**src/rtl/universal_shift_reg_if.sv**
```systemverilog
// Control/data bundle for universal_shift_reg: operation request signals in,
// register contents and burst handshake out.
interface universal_shift_reg_if #(
  parameter int unsigned WIDTH = 6,
  parameter int unsigned CW    = 4
);
  logic             en;
  logic [2:0]       op;
  logic             sin_lo;
  logic             sin_hi;
  logic [WIDTH-1:0] d;
  logic             start;
  logic [CW-1:0]    count;
  logic [WIDTH-1:0] q;
  logic             sout_lo;
  logic             sout_hi;
  logic             busy;
  logic             done;

  modport master (
    output en, op, sin_lo, sin_hi, d, start, count,
    input  q, sout_lo, sout_hi, busy, done
  );

  modport slave (
    input  en, op, sin_lo, sin_hi, d, start, count,
    output q, sout_lo, sout_hi, busy, done
  );
endinterface

```
**src/rtl/universal_shift_reg.sv**
```systemverilog
// Universal shift register: per-cycle hold/shift/rotate/load/fill operations
// plus an automatic multi-step burst with busy/done handshake.
module universal_shift_reg #(
  parameter int unsigned WIDTH      = 6,
  parameter int unsigned CW         = 4,
  parameter int unsigned RESET_ONES = 1
) (
  input logic                    clk,
  input logic                    clear,
  universal_shift_reg_if.slave   bus
);
  localparam logic [2:0] OP_HOLD = 3'd0;
  localparam logic [2:0] OP_SHL  = 3'd1;
  localparam logic [2:0] OP_SHR  = 3'd2;
  localparam logic [2:0] OP_ROL  = 3'd3;
  localparam logic [2:0] OP_ROR  = 3'd4;
  localparam logic [2:0] OP_LOAD = 3'd5;
  localparam logic [2:0] OP_ZERO = 3'd6;
  localparam logic [2:0] OP_ONES = 3'd7;

  localparam logic [WIDTH-1:0] RESET_Q = (RESET_ONES != 0) ? {WIDTH{1'b1}} : WIDTH'(0);

  typedef enum logic {IDLE, RUN} state_t;

  state_t           state;
  logic [WIDTH-1:0] q_r;
  logic [2:0]       op_r;
  logic [CW-1:0]    remain;
  logic             busy_r;
  logic             done_r;

  // Next register value for one application of an operation code.
  function automatic logic [WIDTH-1:0] step(input logic [2:0] code,
                                            input logic [WIDTH-1:0] cur,
                                            input logic lo,
                                            input logic hi,
                                            input logic [WIDTH-1:0] din);
    case (code)
      OP_SHL:  step = {cur[WIDTH-2:0], lo};
      OP_SHR:  step = {hi, cur[WIDTH-1:1]};
      OP_ROL:  step = {cur[WIDTH-2:0], cur[WIDTH-1]};
      OP_ROR:  step = {cur[0], cur[WIDTH-1:1]};
      OP_LOAD: step = din;
      OP_ZERO: step = {WIDTH{1'b0}};
      OP_ONES: step = {WIDTH{1'b1}};
      default: step = cur;
    endcase
  endfunction

  function automatic logic is_burst_op(input logic [2:0] code);
    is_burst_op = (code >= OP_SHL) && (code <= OP_ROR);
  endfunction

  always_ff @(posedge clk) begin
    if (!clear) begin
      state  <= IDLE;
      q_r    <= RESET_Q;
      op_r   <= OP_HOLD;
      remain <= CW'(0);
      busy_r <= 1'b0;
      done_r <= 1'b0;
    end else begin
      done_r <= 1'b0;
      case (state)
        RUN: begin
          // Serial inputs are sampled live on every burst step.
          q_r    <= step(op_r, q_r, bus.sin_lo, bus.sin_hi, bus.d);
          remain <= remain - CW'(1);
          if (remain == CW'(1)) begin
            state  <= IDLE;
            busy_r <= 1'b0;
            done_r <= 1'b1;
          end
        end
        default: begin
          if (bus.start && is_burst_op(bus.op)) begin
            // A zero-length burst completes immediately without touching q.
            if (bus.count != CW'(0)) begin
              state  <= RUN;
              op_r   <= bus.op;
              remain <= bus.count;
              busy_r <= 1'b1;
            end else begin
              done_r <= 1'b1;
            end
          end else if (bus.en) begin
            q_r <= step(bus.op, q_r, bus.sin_lo, bus.sin_hi, bus.d);
          end
        end
      endcase
    end
  end

  assign bus.q       = q_r;
  assign bus.busy    = busy_r;
  assign bus.done    = done_r;
  assign bus.sout_lo = q_r[0];
  assign bus.sout_hi = q_r[WIDTH-1];
endmodule

```
**src/flat_wrapper.sv**
```systemverilog
// flat-port wrapper written by rule: the top's interface ports become plain ports
module universal_shift_reg_flat 
#(
  parameter int unsigned WIDTH      = 6,
  parameter int unsigned CW         = 4,
  parameter int unsigned RESET_ONES = 1
)
  (clk, clear, bus_en, bus_op, bus_sin_lo, bus_sin_hi, bus_d, bus_start, bus_count, bus_q, bus_sout_lo, bus_sout_hi, bus_busy, bus_done);
  universal_shift_reg_if #(.WIDTH(WIDTH), .CW(CW)) bus_i ();
  input logic clk;
  input logic clear;
  input wire logic [$bits(bus_i.en)-1:0] bus_en;
  input wire logic [$bits(bus_i.op)-1:0] bus_op;
  input wire logic [$bits(bus_i.sin_lo)-1:0] bus_sin_lo;
  input wire logic [$bits(bus_i.sin_hi)-1:0] bus_sin_hi;
  input wire logic [$bits(bus_i.d)-1:0] bus_d;
  input wire logic [$bits(bus_i.start)-1:0] bus_start;
  input wire logic [$bits(bus_i.count)-1:0] bus_count;
  output wire logic [$bits(bus_i.q)-1:0] bus_q;
  output wire logic [$bits(bus_i.sout_lo)-1:0] bus_sout_lo;
  output wire logic [$bits(bus_i.sout_hi)-1:0] bus_sout_hi;
  output wire logic [$bits(bus_i.busy)-1:0] bus_busy;
  output wire logic [$bits(bus_i.done)-1:0] bus_done;
  assign bus_i.en = bus_en;
  assign bus_i.op = bus_op;
  assign bus_i.sin_lo = bus_sin_lo;
  assign bus_i.sin_hi = bus_sin_hi;
  assign bus_i.d = bus_d;
  assign bus_i.start = bus_start;
  assign bus_i.count = bus_count;
  assign bus_q = bus_i.q;
  assign bus_sout_lo = bus_i.sout_lo;
  assign bus_sout_hi = bus_i.sout_hi;
  assign bus_busy = bus_i.busy;
  assign bus_done = bus_i.done;
  universal_shift_reg #(.WIDTH(WIDTH), .CW(CW), .RESET_ONES(RESET_ONES)) u_core (.clk(clk), .clear(clear), .bus(bus_i));
endmodule
```
**config.mk**
```make
export PLATFORM = sky130hd
export DESIGN_NAME = universal_shift_reg_flat
export DESIGN_NICKNAME = d
export VERILOG_FILES = /design/src/rtl/universal_shift_reg_if.sv /design/src/rtl/universal_shift_reg.sv /design/src/flat_wrapper.sv
export SDC_FILE = /design/constraint.sdc
export NUM_CORES = 1
export LEC_CHECK = 0
export CAP_MARGIN = 20
export CORE_UTILIZATION = 53
export DETAILED_ROUTE_END_ITERATION = 10
export GPL_ROUTABILITY_DRIVEN = 1
export GPL_TIMING_DRIVEN = 0
export PLACE_DENSITY = 0.84
export SETUP_SLACK_MARGIN = 0.5
export SLEW_MARGIN = 30
export SYNTH_ARGS = -nofsm -noshare
export SYNTH_HDL_FRONTEND = slang
export SYNTH_SLANG_ARGS = --single-unit
```
**constraint.sdc**
```tcl
create_clock -name clk -period 4.2 [get_ports clk]
set_input_delay 0.42 -clock clk [delete_from_list [all_inputs] [get_ports clk]]
set_output_delay 0.42 -clock clk [all_outputs]
set_load 0.1 [all_outputs]
```
==> reports/metrics.yaml <==
status: "finished clean"
drt_iter0_markers: 66
grt_setup_unrepaired: "no"
post_cts_buffers: 0
r2r_slack_ns: 2.49
fillers: 197
crit_chain: "buf_4 > clkdlybuf4s50_1"
syn_area_mm2: 0.00123
p_per_area_mw_per_mm2: 333
synth-xor-area-share_pct: 2.13
vias: 1353
timing.setup.tns_ns: 0
mostFrequentLayoutCells: "clkdlybuf4s50_1 (28), nor2_1 (16), dfxtp_1 (16), o21ai_0 (15), nand2_1 (14)"
die_area_mm2: 0.00252
ctsHtreeMaxLevel: 1
dpl.hpwl_mm: 2.45
die_w_um: 50.2
post-route-drc-count: 0
detail-route-antenna-nets: 0
start_util_pct: 56.2
yosys_warnings: 0
layout-drive-gt1-share_pct: 11.3
crit_start: "u_core.bus.q[5]"
grt_pass1_vias: 1277
hold_viol_final: 0
timing.slew.headroom_pct: 35.5
drv_cap: 0
cts_tree: "yes"
yosys_most_used_dff: "dfxtp_1"
routedWlPerCell_um: 14.9
final_max_slew_viol_count: 0
port_buffers: 28
fin_crit_ns: 2.47
cts_hold_buffers: 0
yosysUniqueCellTypes: 44
grt_pass1_wl_mm: 5.88
worstReg2RegStart: "u_core.state"
max_freq_mhz: 405
ys_seq_area_share_pct: 26.0
clock_sinks: 16
path_clk_slew_ns: 0.10
grt.overflow.total: 0
syn_to_final_growth_pct: 28.6
ctsRootBufferMaster: "clkbuf_4"
cp_slowest_cell: "clkdlybuf4s50_1"
grt_max_degree: 11
async_flop_share_pct: 0
clk_path_buf_depth: 2
finalWorstSetupSlack_ns: 1.73
finalSetupViolCount: 0
fin_skew_ns: 0.000727
antenna_found_initial: 0
cts_resized: 0
synth-simple-area-share_pct: 22.3
place_area_mm2: 0.00155
total_power_mw: 0.527
crit_required_ns: 3.78
endpoint: "bus_q[5]"
syn-num-nets: 183
place.gp.congestion: 0.948
power.leakage_nw: 0.623
grt.total_usage_pct: 31.1
cp.arrival_ns: 2.05
clkLatencyLatePin_ns: 0.30
timing.rr.end: "u_core.remain[2]"
worstSetupPathType: "reg2out"
max_stage_delay_ns: 1.12
synth_edf_count: 0
firstDrtPassIters: 6
fin_area_mm2: 0.00158
final_common_cell: "clkdlybuf4s50_1"
endpoint_kind: "output port"
rows: 17
synthAdderAreaFrac_pct: 4.57
synth.area.mux_share_pct: 2.44
vias_per_cell: 6.09
worstMarginPinSlew_ns: 0.965
synth_top_family_by_area: "compound AO/OA/AOI/OAI gates"
min_period_over_period_pct: 58.7
crit_path_max_fanout: 7
diodes: 0
hp-class: "reg2reg"
synth_compound_area_share_pct: 32.9
start_kind: "flop"
die_height_um: 50.2
io_pins: 29
synth_seq_cells: 16
postSynthAreaPerCell_um2: 7.60
finalNetCount: 216
r2r_cells: 6
syn_inst: 162
ir_worst_vdd_v: 0.000222
cts_buffers: 3
drt-total-wl_mm: 3.31
coreArea_mm2: 0.00219
dp_slack_ns: 1.94
-- kinds of logic after synthesis --
group	after synthesis
buffers and inverters	23
adders and majority gates	5
AOI/OAI and AO/OA	58
xor gates and xnor gates	3
muxes	3
DFF	16
and+or+nand+nor	54
-- worst min path at each step --
stage,slack [ns],start,depth (start not counted),end
after CTS,0.46,u_core.bus.busy,2,u_core.bus.busy
after floorplan,0.47,u_core.remain[2],2,u_core.remain[2]
after global routing,0.50,u_core.bus.busy,2,u_core.bus.busy
after detailed placement,0.44,u_core.bus.busy,2,u_core.bus.busy
final,0.45,u_core.bus.busy,2,u_core.bus.busy
after global placement,0.43,u_core.bus.busy,2,u_core.bus.busy
-- cell type report --
| cell class | count | area [um2] | share of cell area [%] |
|---|---|---|---|
| plain buffers | 15 | 88.8 | 5.61 |
| clock buffers | 4 | 36.3 | 2.29 |
| inverters | 8 | 30.0 | 1.90 |
| multi-input cells | 123 | 792 | 50.0 |
| flip-flops and latches | 16 | 320 | 20.2 |
| well taps | 28 | 35.0 | 2.21 |
| repair buffers | 28 | 280 | 17.7 |
-- layer usage --
metal | up-vias | global-route usage (%) | share of wire (%)
met5 | - | 0 | 0
met4 | 0 | 15.7 | 2.0
met3 | 7 | 3.94 | 10
met2 | 65 | 47.6 | 47
met1 | 631 | 42.5 | 40
li1 | 650 | - | -
-- critical path: cells and delay by family (launching register included) --
family,cells,cell delay (ns)
buffers and inverters,2,1.27
DFF,1,0.47
-- registers in the layout (all words and copies together) (netlist names) --
| name | cells |
|---|---|
| u_core.op_r | 3 |
| u_core.state | 1 |
| u_core.remain | 4 |
| u_core.bus.busy | 1 |
| u_core.bus.q | 6 |
| u_core.bus.done | 1 |
-- power by group --
| group | total (mW) | leakage, nW | switching [mW] | internal [mW] |
|---|---|---|---|---|
| Sequential | 0.186 | 0.132 | 0.0190 | 0.167 |
| Clock | 0.109 | 0.0210 | 0.0563 | 0.0530 |
| Combinational | 0.232 | 0.470 | 0.149 | 0.0828 |
| Total | 0.527 | 0.623 | 0.224 | 0.303 |
-- Yosys cell counts (4+ instances only) --
master,number,area (um2)
nor2_1,16,60.1
nand2b_1,4,25.0
dfxtp_1,16,320
nand2_1,14,52.6
a211oi_1,12,90.1
a311oi_1,4,35.0
a21oi_1,10,50.1
inv_1,7,26.3
nor2b_1,5,31.3
o21ai_0,15,75.1
buf_2,5,25.0
clkbuf_1,4,15.0
-- per-stage QoR --
stage,util [%],hold slack [ns],std cells
finish,72.2,0.454,222
global route,72.2,0.503,222
CTS,72.2,0.459,222
detailed placement,70.6,0.443,218
global placement,70.6,0.432,218
floorplan,-,0.474,162
Power figures use the tool's default switching activity.
